==> src/rtl/axi_slv_aw_w_arbiter_if.sv <==
// AW/W handshake bundle between the four crossbar masters and one slave port.
// The arbiter uses the slave modport; the surrounding crossbar uses the master modport.
interface axi_slv_aw_w_arbiter_if #(
  parameter int AXI_ADDR_W = 8,
  parameter int AXI_ID_W   = 8
);
  logic [3:0]              m_awvalid;
  logic [3:0]              m_awready;
  logic [4*AXI_ID_W-1:0]   m_awid;
  logic [4*AXI_ADDR_W-1:0] m_awaddr;
  logic [4*8-1:0]          m_awlen;

  logic                    s_awvalid;
  logic                    s_awready;
  logic [AXI_ID_W-1:0]     s_awid;
  logic [AXI_ADDR_W-1:0]   s_awaddr;
  logic [7:0]              s_awlen;

  logic [3:0]              m_wvalid;
  logic [3:0]              m_wlast;
  logic [3:0]              m_wready;

  logic                    s_wvalid;
  logic                    s_wlast;
  logic                    s_wready;

  logic [1:0]              w_sel;
  logic                    order_full;

  modport slave (
    input  m_awvalid, m_awid, m_awaddr, m_awlen, s_awready,
    input  m_wvalid, m_wlast, s_wready,
    output m_awready, s_awvalid, s_awid, s_awaddr, s_awlen,
    output m_wready, s_wvalid, s_wlast, w_sel, order_full
  );

  modport master (
    output m_awvalid, m_awid, m_awaddr, m_awlen, s_awready,
    output m_wvalid, m_wlast, s_wready,
    input  m_awready, s_awvalid, s_awid, s_awaddr, s_awlen,
    input  m_wready, s_wvalid, s_wlast, w_sel, order_full
  );
endinterface

==> src/rtl/axi_slv_aw_w_arbiter.sv <==
// Per-slave write scheduler: round-robin AW arbitration with master-tagged IDs,
// and an order FIFO that steers W bursts to the slave in AW-grant order.
module axi_slv_aw_w_arbiter #(
  parameter int AXI_ADDR_W       = 8,
  parameter int AXI_ID_W         = 8,
  parameter int NUM_MST          = 4,
  parameter int ORDER_FIFO_DEPTH = 16
) (
  input  logic                  aclk,
  input  logic                  aresetn,
  axi_slv_aw_w_arbiter_if.slave bus
);

  localparam int MST_W = $clog2(NUM_MST);
  localparam int LOC_W = AXI_ID_W - NUM_MST;
  localparam int PTR_W = $clog2(ORDER_FIFO_DEPTH);
  localparam int CNT_W = PTR_W + 1;
  localparam logic [CNT_W-1:0] FULL_CNT = CNT_W'(ORDER_FIFO_DEPTH);

  typedef enum logic {
    ARB_IDLE,
    ARB_HOLD
  } arb_state_e;

  arb_state_e            state_q, state_d;
  logic [MST_W-1:0]      rr_ptr_q;
  logic [MST_W-1:0]      gnt_q;
  logic [MST_W-1:0]      win;
  logic                  win_vld;
  logic [NUM_MST-1:0]    win_tag;
  logic                  aw_load;
  logic                  aw_push;
  logic [AXI_ID_W-1:0]   aw_id_q;
  logic [AXI_ADDR_W-1:0] aw_addr_q;
  logic [7:0]            aw_len_q;
  logic [NUM_MST-1:0]    m_awready;

  logic [MST_W-1:0]      fifo_mem [ORDER_FIFO_DEPTH];
  logic [PTR_W-1:0]      wr_ptr_q, rd_ptr_q;
  logic [CNT_W-1:0]      count_q;
  logic                  order_full;
  logic                  head_vld;
  logic [MST_W-1:0]      head;
  logic [MST_W-1:0]      w_sel_q, w_sel_d;
  logic                  s_wvalid, s_wlast, w_pop;
  logic [NUM_MST-1:0]    m_wready;

  function automatic logic [PTR_W-1:0] ptr_inc(input logic [PTR_W-1:0] p);
    return (p == PTR_W'(ORDER_FIFO_DEPTH - 1)) ? '0 : p + 1'b1;
  endfunction

  // Scan downward so the requester closest to the pointer is written last and wins.
  always_comb begin
    logic [MST_W-1:0] cand;
    // NOTE: every combinational output gets a default first so no path can infer a latch.
    cand    = rr_ptr_q;
    win_vld = 1'b0;
    win     = rr_ptr_q;
    for (int k = NUM_MST - 1; k >= 0; k--) begin
      cand = rr_ptr_q + MST_W'(k);
      if (bus.m_awvalid[cand]) begin
        win_vld = 1'b1;
        win     = cand;
      end
    end
    win_tag      = '0;
    win_tag[win] = 1'b1;
  end

  // The full check looks at the registered count, so a same-cycle pop never frees a slot early.
  always_comb begin
    state_d = state_q;
    aw_load = 1'b0;
    unique case (state_q)
      ARB_IDLE: begin
        if (win_vld && !order_full) begin
          aw_load = 1'b1;
          state_d = ARB_HOLD;
        end
      end
      ARB_HOLD: begin
        if (bus.s_awready) state_d = ARB_IDLE;
      end
      default: state_d = ARB_IDLE;
    endcase
  end

  assign aw_push = (state_q == ARB_HOLD) && bus.s_awready;

  always_comb begin
    m_awready = '0;
    if (state_q == ARB_HOLD) m_awready[gnt_q] = bus.s_awready;
  end

  // NOTE: sequential state uses non-blocking assignments so every flop samples pre-edge values.
  always_ff @(posedge aclk or negedge aresetn) begin
    if (!aresetn) begin
      state_q   <= ARB_IDLE;
      rr_ptr_q  <= '0;
      gnt_q     <= '0;
      aw_id_q   <= '0;
      aw_addr_q <= '0;
      aw_len_q  <= '0;
    end else begin
      state_q <= state_d;
      if (aw_load) begin
        gnt_q     <= win;
        aw_id_q   <= {win_tag, bus.m_awid[int'(win)*AXI_ID_W +: LOC_W]};
        aw_addr_q <= bus.m_awaddr[int'(win)*AXI_ADDR_W +: AXI_ADDR_W];
        aw_len_q  <= bus.m_awlen[int'(win)*8 +: 8];
      end
      if (aw_push) rr_ptr_q <= gnt_q + 1'b1;
    end
  end

  // NOTE: the order memory has no reset; count_q==0 already marks every slot invalid.
  always_ff @(posedge aclk) begin
    if (aw_push) fifo_mem[wr_ptr_q] <= gnt_q;
  end

  always_ff @(posedge aclk or negedge aresetn) begin
    if (!aresetn) begin
      wr_ptr_q <= '0;
      rd_ptr_q <= '0;
      count_q  <= '0;
      w_sel_q  <= '0;
    end else begin
      if (aw_push) wr_ptr_q <= ptr_inc(wr_ptr_q);
      if (w_pop)   rd_ptr_q <= ptr_inc(rd_ptr_q);
      unique case ({aw_push, w_pop})
        2'b10:   count_q <= count_q + 1'b1;
        2'b01:   count_q <= count_q - 1'b1;
        default: count_q <= count_q;
      endcase
      w_sel_q <= w_sel_d;
    end
  end

  assign order_full = (count_q == FULL_CNT);
  assign head_vld   = (count_q != '0);

  // Only the head burst's master sees wready; beats from anyone else wait.
  always_comb begin
    head     = fifo_mem[rd_ptr_q];
    w_sel_d  = head_vld ? head : w_sel_q;
    s_wvalid = 1'b0;
    s_wlast  = 1'b0;
    m_wready = '0;
    if (head_vld) begin
      s_wvalid       = bus.m_wvalid[head];
      s_wlast        = bus.m_wlast[head];
      m_wready[head] = bus.s_wready;
    end
  end

  assign w_pop = s_wvalid && bus.s_wready && s_wlast;

  assign bus.m_awready  = m_awready;
  assign bus.s_awvalid  = (state_q == ARB_HOLD);
  assign bus.s_awid     = aw_id_q;
  assign bus.s_awaddr   = aw_addr_q;
  assign bus.s_awlen    = aw_len_q;
  assign bus.m_wready   = m_wready;
  assign bus.s_wvalid   = s_wvalid;
  assign bus.s_wlast    = s_wlast;
  assign bus.w_sel      = w_sel_d;
  assign bus.order_full = order_full;

  a_aw_stable: assert property (@(posedge aclk) disable iff (!aresetn)
    (bus.s_awvalid && !bus.s_awready) |=>
      (bus.s_awvalid && $stable(aw_id_q) && $stable(aw_addr_q) && $stable(aw_len_q)));

  a_push_has_room: assert property (@(posedge aclk) disable iff (!aresetn)
    aw_push |-> (count_q != FULL_CNT));

  a_count_bound: assert property (@(posedge aclk) disable iff (!aresetn)
    count_q <= FULL_CNT);

  a_awready_onehot: assert property (@(posedge aclk) disable iff (!aresetn)
    $onehot0(m_awready) && $onehot0(m_wready));

endmodule

==> src/flat_wrapper.sv <==
// flat-port wrapper written by rule: the top's interface ports become plain ports
module axi_slv_aw_w_arbiter_flat 
#(
  parameter int AXI_ADDR_W       = 8,
  parameter int AXI_ID_W         = 8,
  parameter int NUM_MST          = 4,
  parameter int ORDER_FIFO_DEPTH = 16
)
  (aclk, aresetn, bus_m_awvalid, bus_m_awid, bus_m_awaddr, bus_m_awlen, bus_s_awready, bus_m_wvalid, bus_m_wlast, bus_s_wready, bus_m_awready, bus_s_awvalid, bus_s_awid, bus_s_awaddr, bus_s_awlen, bus_m_wready, bus_s_wvalid, bus_s_wlast, bus_w_sel, bus_order_full);
  axi_slv_aw_w_arbiter_if #(.AXI_ADDR_W(AXI_ADDR_W), .AXI_ID_W(AXI_ID_W)) bus_i ();
  input  logic aclk;
  input  logic aresetn;
  input wire logic [$bits(bus_i.m_awvalid)-1:0] bus_m_awvalid;
  input wire logic [$bits(bus_i.m_awid)-1:0] bus_m_awid;
  input wire logic [$bits(bus_i.m_awaddr)-1:0] bus_m_awaddr;
  input wire logic [$bits(bus_i.m_awlen)-1:0] bus_m_awlen;
  input wire logic [$bits(bus_i.s_awready)-1:0] bus_s_awready;
  input wire logic [$bits(bus_i.m_wvalid)-1:0] bus_m_wvalid;
  input wire logic [$bits(bus_i.m_wlast)-1:0] bus_m_wlast;
  input wire logic [$bits(bus_i.s_wready)-1:0] bus_s_wready;
  output wire logic [$bits(bus_i.m_awready)-1:0] bus_m_awready;
  output wire logic [$bits(bus_i.s_awvalid)-1:0] bus_s_awvalid;
  output wire logic [$bits(bus_i.s_awid)-1:0] bus_s_awid;
  output wire logic [$bits(bus_i.s_awaddr)-1:0] bus_s_awaddr;
  output wire logic [$bits(bus_i.s_awlen)-1:0] bus_s_awlen;
  output wire logic [$bits(bus_i.m_wready)-1:0] bus_m_wready;
  output wire logic [$bits(bus_i.s_wvalid)-1:0] bus_s_wvalid;
  output wire logic [$bits(bus_i.s_wlast)-1:0] bus_s_wlast;
  output wire logic [$bits(bus_i.w_sel)-1:0] bus_w_sel;
  output wire logic [$bits(bus_i.order_full)-1:0] bus_order_full;
  assign bus_i.m_awvalid = bus_m_awvalid;
  assign bus_i.m_awid = bus_m_awid;
  assign bus_i.m_awaddr = bus_m_awaddr;
  assign bus_i.m_awlen = bus_m_awlen;
  assign bus_i.s_awready = bus_s_awready;
  assign bus_i.m_wvalid = bus_m_wvalid;
  assign bus_i.m_wlast = bus_m_wlast;
  assign bus_i.s_wready = bus_s_wready;
  assign bus_m_awready = bus_i.m_awready;
  assign bus_s_awvalid = bus_i.s_awvalid;
  assign bus_s_awid = bus_i.s_awid;
  assign bus_s_awaddr = bus_i.s_awaddr;
  assign bus_s_awlen = bus_i.s_awlen;
  assign bus_m_wready = bus_i.m_wready;
  assign bus_s_wvalid = bus_i.s_wvalid;
  assign bus_s_wlast = bus_i.s_wlast;
  assign bus_w_sel = bus_i.w_sel;
  assign bus_order_full = bus_i.order_full;
  axi_slv_aw_w_arbiter #(.AXI_ADDR_W(AXI_ADDR_W), .AXI_ID_W(AXI_ID_W), .NUM_MST(NUM_MST), .ORDER_FIFO_DEPTH(ORDER_FIFO_DEPTH)) u_core (.aclk(aclk), .aresetn(aresetn), .bus(bus_i));
endmodule
==> config.mk <==
export PLATFORM = sky130hd
export DESIGN_NAME = axi_slv_aw_w_arbiter_flat
export DESIGN_NICKNAME = d
export VERILOG_FILES = /design/src/rtl/axi_slv_aw_w_arbiter_if.sv /design/src/rtl/axi_slv_aw_w_arbiter.sv /design/src/flat_wrapper.sv
export SDC_FILE = /design/constraint.sdc
export NUM_CORES = 1
export LEC_CHECK = 0
export ABC_AREA = 1
export CORE_ASPECT_RATIO = 0.8
export CORE_MARGIN = 3
export CORE_UTILIZATION = 60
export CTS_BUF_LIST = sky130_fd_sc_hd__clkbuf_8
export DETAILED_ROUTE_END_ITERATION = 6
export DONT_BUFFER_PORTS = 1
export PLACE_DENSITY = 0.76
export SLEW_MARGIN = 20
export SYNTH_ARGS = -nofsm -noshare
export SYNTH_HDL_FRONTEND = slang
export SYNTH_SLANG_ARGS = --single-unit
==> constraint.sdc <==
create_clock -name aclk -period 4.2 [get_ports aclk]
set_clock_uncertainty 0.1 [all_clocks]
set_input_delay 0.21 -clock aclk [delete_from_list [all_inputs] [get_ports aclk]]
set_output_delay 0.21 -clock aclk [all_outputs]
set_load 0.02 [all_outputs]
==> qor.yml, run 1 <==
run_status:
  status: "completed"
logic_synthesis:
  seq_area_frac_synth: 0.431
  ys_ff_latch: 76
  syn-num-nets: 767
  synth_top_family_by_area: "simple AND/OR/NAND/NOR gates"
  synth-compound-area-share: 0.0413
  synth.mux.area_fraction: 0
  syn_inst: 641
  yosys.area_share.simple: 0.398
  yosysTopAreaCell: "nand2_1"
  synthAdderAreaFrac: 0.0382
  syn_area_per_cell_um2: 7.46
  synthXorXnorAreaFrac: 0.0128
  syn-cell-area_um2: 4780
  yosysTopAreaCellShare: 0.243
  ys_top_cells_by_area: "nand2_1 (24%), dfrtp_1 (23%), edfxtp_1 (20%), nand2_2 (4.7%), inv_1 (3.6%)"
  ys_types: 42
  yosysWarnings: 0
global_routing:
  grt_util_all_layers: 0.231
  grt_pass1_vias: 3611
  grt_pass1_wl_um: 16800
  grt-ovfl-total: 0
  grt_antenna_before_repair: 0
  grt_max_degree: 45
die:
  die_width_um: 106
  io_pins: 150
  die_area_um2: 9090
  core_um2: 7570
  rows: 28
  die-height_um: 85.9
  start_util: 0.632
layout:
  drive_gt1_frac: 0.131
  fin_nets: 760
  fin_area_um2: 4970
  area_delta_synth_final_pct: 3.95
  n_antenna_cell: 0
critical_path:
  worst_ep_arrival_time_ns: 3.71
  crit_fanout: 14
  start_kind: "flop"
  end_kind: "flop"
  crit_type: "reg2reg"
  cp.required_ns: 4.37
  rrSetupSlack_ns: 0.65
timing:
  period_needed_ns: 3.55
  hold_viol: 0
  tightestPinTransition_ns: 0.894
  fmax_ghz: 0.282
  setup_violations: 0
  finalSetupTns_ns: 0
  maxSlewHeadroom: 0.402
  rsz0062_at_grt: "false"
  drv_slew: 0
  min_period_over_period: 0.844
placed_design:
  placed_cell_area_um2: 4750
  place_hpwl_um: 7420
  numPortBuffers: 0
  place_congestion: 0.815
clock_tree:
  h-tree-depth: 3
  numCtsBuffers: 9
  cts_resized: 0
  numClockSinks: 76
  clk_pin_slew_ns: 0.08
  cts-root-buf: "clkbuf_8"
  post-cts-setup-buffers: 0
  cts_tree: "yes"
  insertion_delay_ns: 0.35
  clk_path_buf_depth: 2
power_and_ir_drop:
  p_per_area_nw_per_um2: 943
  power.leakage_nw: 2.56
  irDropWorstVdd_v: 0.000537
route:
  num_vias: 3871
  first_iter_violations: 223
  avgRoutedWirePerCell_um: 13.6
  dr.pass1.iters: 4
  drc: 0
  routed_wl_um: 10100
  via_per_inst: 5.20
  ant_nets: 0
run:
  maxCapViolations: 0
worst_hold_path:
  hp-class: "in2reg"
repair_timing:
action                     CTS  global route
hold endpoints to repair    45             0
setup endpoints to repair    0             0
hold buffers                 3             0
metrics by stage:
step / setup WS, ns / total power, mW / utilization / hold slack (ns) / std cells
after CTS: 0.627 / 4.71 / 0.657 / 0.0263 / 744
after global placement: 0.729 / 4.09 / 0.628 / -0.184 / 725
final: 0.654 / 4.69 / 0.657 / 0.0327 / 744
after global routing: 0.192 / 5.19 / 0.657 / 0.0436 / 744
after floorplan: 1.21 / 3.90 / - / -0.186 / 641
after detailed placement: 0.658 / 4.20 / 0.628 / -0.184 / 725
cells by family (layout without fill, tap and decap cells):
kind of cell             count (synthesis)  in the layout
flip-flops                              76             76
buffers and inverters                   76             74
adder cells (fa/ha/maj)                 14             14
AO/OA/AOI/OAI                           33             33
AND/OR/NAND/NOR                        435            435
XOR/XNOR                                 7              7
worst paths after layout:
path	from	to	cells after the start
max reg2reg	u_core.rd_ptr_q[0]	u_core.count_q[4]	20
min in group asynchronous	aresetn	u_core.count_q[2]	2
min	bus_s_wready	u_core.rd_ptr_q[3]	4
min reg2reg	u_core.count_q[4]	u_core.count_q[4]	1
max in group asynchronous	aresetn	u_core.bus.s_awaddr[5]	2
max	u_core.rd_ptr_q[0]	u_core.count_q[4]	20
state kept, by name, indices dropped and copies added (netlist names), 4 cells and up:
name and cells:
u_core.count_q 5, u_core.wr_ptr_q 4, u_core.bus.s_awaddr 8, u_core.bus.s_awid 8, u_core.rd_ptr_q 4, u_core.bus.s_awlen 8, u_core.fifo_mem 32
layout by cell type, fill, tap and decap left out, drive strengths merged, types with 3 or more instances in the layout:
| master | instances |
|---|---|
| o21ai | 18 |
| nand2 | 353 |
| nand3 | 26 |
| a21oi | 6 |
| xor2 | 5 |
| dfrtp | 44 |
| ha | 13 |
| edfxtp | 32 |
| nor3 | 6 |
| nor2 | 43 |
| clkbuf | 9 |
| inv | 54 |
| clkinv | 6 |
| or2 | 3 |
routing by layer:
layer / part of all wire / vias up / global-route usage
met5: 0 / - / 0
met4: 0.015 / 0 / 0.0647
met3: 0.059 / 12 / 0.0467
met2: 0.50 / 130 / 0.402
met1: 0.43 / 1758 / 0.298
li1: - / 1971 / -
synthesized netlist by cell type:
master	count
nor3_4	1
a21boi_0	1
o22ai_1	1
nand2_2	36
fa_1	1
o22ai_2	1
nor2_2	4
nor3_2	1
buf_4	3
nor4_1	1
buf_6	2
dfrtp_1	44
nand4_2	2
nor3_1	4
buf_2	12
o31ai_1	2
clkinv_1	1
nand3b_1	1
buf_12	3
nand3_1	23
a21oi_1	6
nand3_2	3
or2_2	1
a31oi_1	1
edfxtp_1	32
xor2_1	5
xnor2_1	2
nand2_4	7
nor2_4	2
ha_1	13
clkbuf_1	2
inv_1	46
a211oi_1	1
or2_1	2
inv_4	1
nand2_1	310
o21ai_2	2
o21ai_0	11
nor2_1	37
o211ai_1	2
inv_2	6
o21ai_1	5
worst max-delay path, stage by stage, from the launching register on:
cell and delay [ns]:
dfrtp_1 0.60, buf_4 0.26, nand2_1 0.06, nand3_1 0.09, nand2_1 0.06, a21oi_1 0.22
o22ai_2 0.17, nand2_1 0.11, nand2_2 0.07, nor2_4 0.23, nand2_4 0.10, inv_1 0.08
ha_1 0.23, inv_1 0.11, fa_1 0.41, nor2_1 0.12, a211oi_1 0.06, nand2_1 0.07
nand2_1 0.05, nor2_1 0.10, xor2_1 0.16
area by class of cell:
class / count / area (um^2)
multi-input combinational: 489 / 2340
sequential: 76 / 2060
timing repair buffer: 4 / 55.1
tap: 105 / 131
clock inverter: 7 / 51.3
fill: 674 / 2590
inverter: 54 / 205
clock buffer: 9 / 124
where the power goes:
part	switching (mW)	leakage, nW	internal [mW]
sequential	0.387	0.835	1.06
combinational	1.92	1.63	0.838
clock	0.276	0.0872	0.216
(Power assumes the default switching activity.)
==> inputs of run 2 (changes only) <==
PLACE_DENSITY = 0.79   (was 0.76)
clock period = 3.2 ns   (was 4.2 ns; I/O delays follow)
==> run 2 against run 1 <==
Against the previous run: setup slack lost 0.54 ns; total power grew 48%; non-clock buffer count grew 53; cell count grew 7.3%; register-to-register slack lost 0.54 ns; utilization grew 7.5 points.
==> qor.yml, run 2 (synthesis gave the netlist of run 1 again) <==
timing:
  rsz0062_at_grt: "true"
  min_period_over_period: 0.964  # +0.120
  hold_viol: 0  # unchanged
  drv_slew: 0  # unchanged
  maxSlewHeadroom: 0.407  # +0.00526
  period_needed_ns: 3.09  # -0.460 ns
  fmax_ghz: 0.324  # +15%
  setup_violations: 0  # unchanged
  tightestPinTransition_ns: 0.886  # -0.00825 ns
  finalWorstSetupSlack_ns: 0.114  # -0.540 ns
  finalSetupTns_ns: 0  # unchanged
power_and_ir_drop:
  p_per_area_nw_per_um2: 1250  # +33%
  power.leakage_nw: 2.82  # +10%
  p_clk_frac: 0.096  # -0.009
  switching_power_mw: 3.67  # +42%
  total_power_mw: 6.93  # +48%
  p_int_mw: 3.26  # +54%
  irDropWorstVdd_v: 0.000829  # +54%
  switching_share: 0.530  # -0.0207
  seqPwrFrac: 0.274  # -0.033
  comb_power_share: 0.630  # +0.042
route:
  drc: 0  # unchanged
  avgRoutedWirePerCell_um: 15.3  # +13%
  ant_nets: 0  # unchanged
  first_iter_violations: 213  # -4.5%
  via_per_inst: 5.34  # +2.7%
  dr.pass1.iters: 5  # +1
  num_vias: 4265  # +10%
  routed_wl_um: 12200  # +21%
layout:
  utilization: 0.732  # +0.0747
  fin_area_um2: 5540  # +11%
  drive_gt1_frac: 0.163  # +0.0316
  fin_nets: 814  # +7.1%
  nFillCells: 599  # -11%
  area_delta_synth_final_pct: 15.8
  largest_register_ffs: 32  # unchanged
  n_antenna_cell: 0  # unchanged
  multi_input_area_um2: 2400  # +2.6%
  most-common-layout-cells: "nand2_1 (310), inv_1 (46), dfrtp_1 (41), dlygate4sd3_1 (40), nand2_2 (36)"
  top_register: "u_core.fifo_mem"
  final_common_cell: "nand2_1"
  layout.area.seq_um2: 2070  # +0.18%
global_routing:
  grt_pass1_vias: 4216  # +17%
  grt-ovfl-total: 0  # unchanged
  grt_util_met2: 0.492  # +0.0903
  grt_max_degree: 45  # unchanged
  grt_busiest_layer: "met2"
  grt_antenna_before_repair: 0  # unchanged
  use_met1: 0.320  # +0.0220
  grt_util_all_layers: 0.272  # +0.0401
  grt_pass1_wl_um: 19500  # +16%
  met3_usage: 0.0655  # +0.0188
clock_tree:
  numClockSinks: 76  # unchanged
  clk_pin_slew_ns: 0.08  # about the same
  cts-root-buf: "clkbuf_8"
  h-tree-depth: 3  # unchanged
  clk_path_buf_depth: 2  # unchanged
  numCtsBuffers: 9  # unchanged
  cts_tree: "yes"
  insertion_delay_ns: 0.36  # about the same
run_status:
  status: "completed"
die:
  rows: 28  # unchanged
  die-height_um: 85.9  # unchanged
  start_util: 0.632  # unchanged
  io_pins: 150  # unchanged
  die_area_um2: 9090  # unchanged
  die_width_um: 106  # unchanged
  core_um2: 7570  # unchanged
critical_path:
  cp_common_cell: "nand2_1"
  worstPathCellList: "buf_2 -> or2_1 -> o211ai_1 -> nand3_1 -> buf_4 -> o22ai_2 -> nand2_1 -> nand3_2 -> nor2_4 -> nand2_4 -> inv_2 -> ha_4 -> ha_1 -> nand2_1 -> nor2_1 -> a211oi_2 -> nand2_1 -> nand2_1 -> nor2_1 -> xor2_1"
  worst_ep_arrival_time_ns: 3.22  # -0.49 ns
  crit_fanout: 7  # -7
  cp.buffers_inverters: 3  # unchanged
  crit_path_max_incr_delay_ns: 0.46  # -0.14 ns
  crit_type: "reg2reg"
  cp_slowest_cell: "dfrtp_2"
  end_kind: "flop"
  cp.required_ns: 3.33  # -1.04 ns
  start_kind: "flop"
  crit_family: "simple AND/OR/NAND/NOR gates"
run:
  maxCapViolations: 0  # unchanged
worst_hold_path:
  hp-class: "in2reg"
placed_design:
  numPortBuffers: 0  # unchanged
  place_hpwl_um: 7940  # +7.0%
  place_congestion: 0.864  # +5.9%
  placed_cell_area_um2: 4830  # +1.7%
  dp_slack_ns: 0.0183  # -0.640 ns
[run 2: cell type report]
class | instances | share of cell area
sequential | 76 | 0.373
timing repair buffer | 57 | 0.0992
clock buffer | 10 | 0.0248
multi-input combinational | 490 | 0.434
inverter | 54 | 0.0379
clock inverter | 6 | 0.00723
tap | 105 | 0.0237
[run 2: path summary, 6_finish.rpt]
| path | startpoint | slack, ns | cells after the start | endpoint |
|---|---|---|---|---|
| worst max-delay path | u_core.rd_ptr_q[0] | 0.11 | 20 | u_core.count_q[4] |
| worst min-delay path | bus_m_awaddr[27] | 0.01 | 6 | u_core.bus.s_awaddr[3] |
| worst max register to register | u_core.rd_ptr_q[0] | 0.11 | 20 | u_core.count_q[4] |
| worst min register to register | u_core.count_q[4] | 0.40 | 1 | u_core.count_q[4] |
| max in group asynchronous | aresetn | 2.57 | 2 | u_core.bus.s_awaddr[1] |
| min in group asynchronous | aresetn | 0.20 | 2 | u_core.count_q[2] |
[run 2: power by group through the flow]
stage	Clock [mW]	Sequential (mW)	Combinational, mW
after floorplan	0	1.77	3.34
after global placement	0	1.88	3.62
after detailed placement	0	1.90	3.78
after CTS	0.674	1.89	4.14
after global routing	0.717	1.94	4.92
final	0.664	1.90	4.36
[run 2: layer usage]
| metal | part of all wire | up-vias |
|---|---|---|
| met5 | 0 | - |
| met4 | 0.026 | 0 |
| met3 | 0.069 | 28 |
| met2 | 0.51 | 202 |
| met1 | 0.40 | 1956 |
| li1 | - | 2079 |
[run 2: metrics by stage]
step	cells	hold WS, ns
final	798	0.0143
after global routing	798	0.0219
after CTS	793	0.0000523
after detailed placement	736	-0.234
after global placement	736	-0.234
after floorplan	641	-0.236
[run 2: worst register-to-register path: stages (launching register included)]
cell and delay, ns:
dfrtp_2 0.46, buf_2 0.19, or2_1 0.23, o211ai_1 0.08, nand3_1 0.12, buf_4 0.16, o22ai_2 0.16, nand2_1 0.10
nand3_2 0.11, nor2_4 0.05, nand2_4 0.06, inv_2 0.05, ha_4 0.17, ha_1 0.33, nand2_1 0.08, nor2_1 0.05
a211oi_2 0.17, nand2_1 0.07, nand2_1 0.06, nor2_1 0.04, xor2_1 0.14
[run 2: repair_timing]
action | CTS | global route
endpoints found under the setup margin | 1 | 15
gates cloned | 0 | 2
endpoints found under the hold margin | 61 | 0
hold buffers | 41 | 0
pin swaps | 0 | 3
setup buffers | 0 | 3
gates resized for setup | 3 | 15
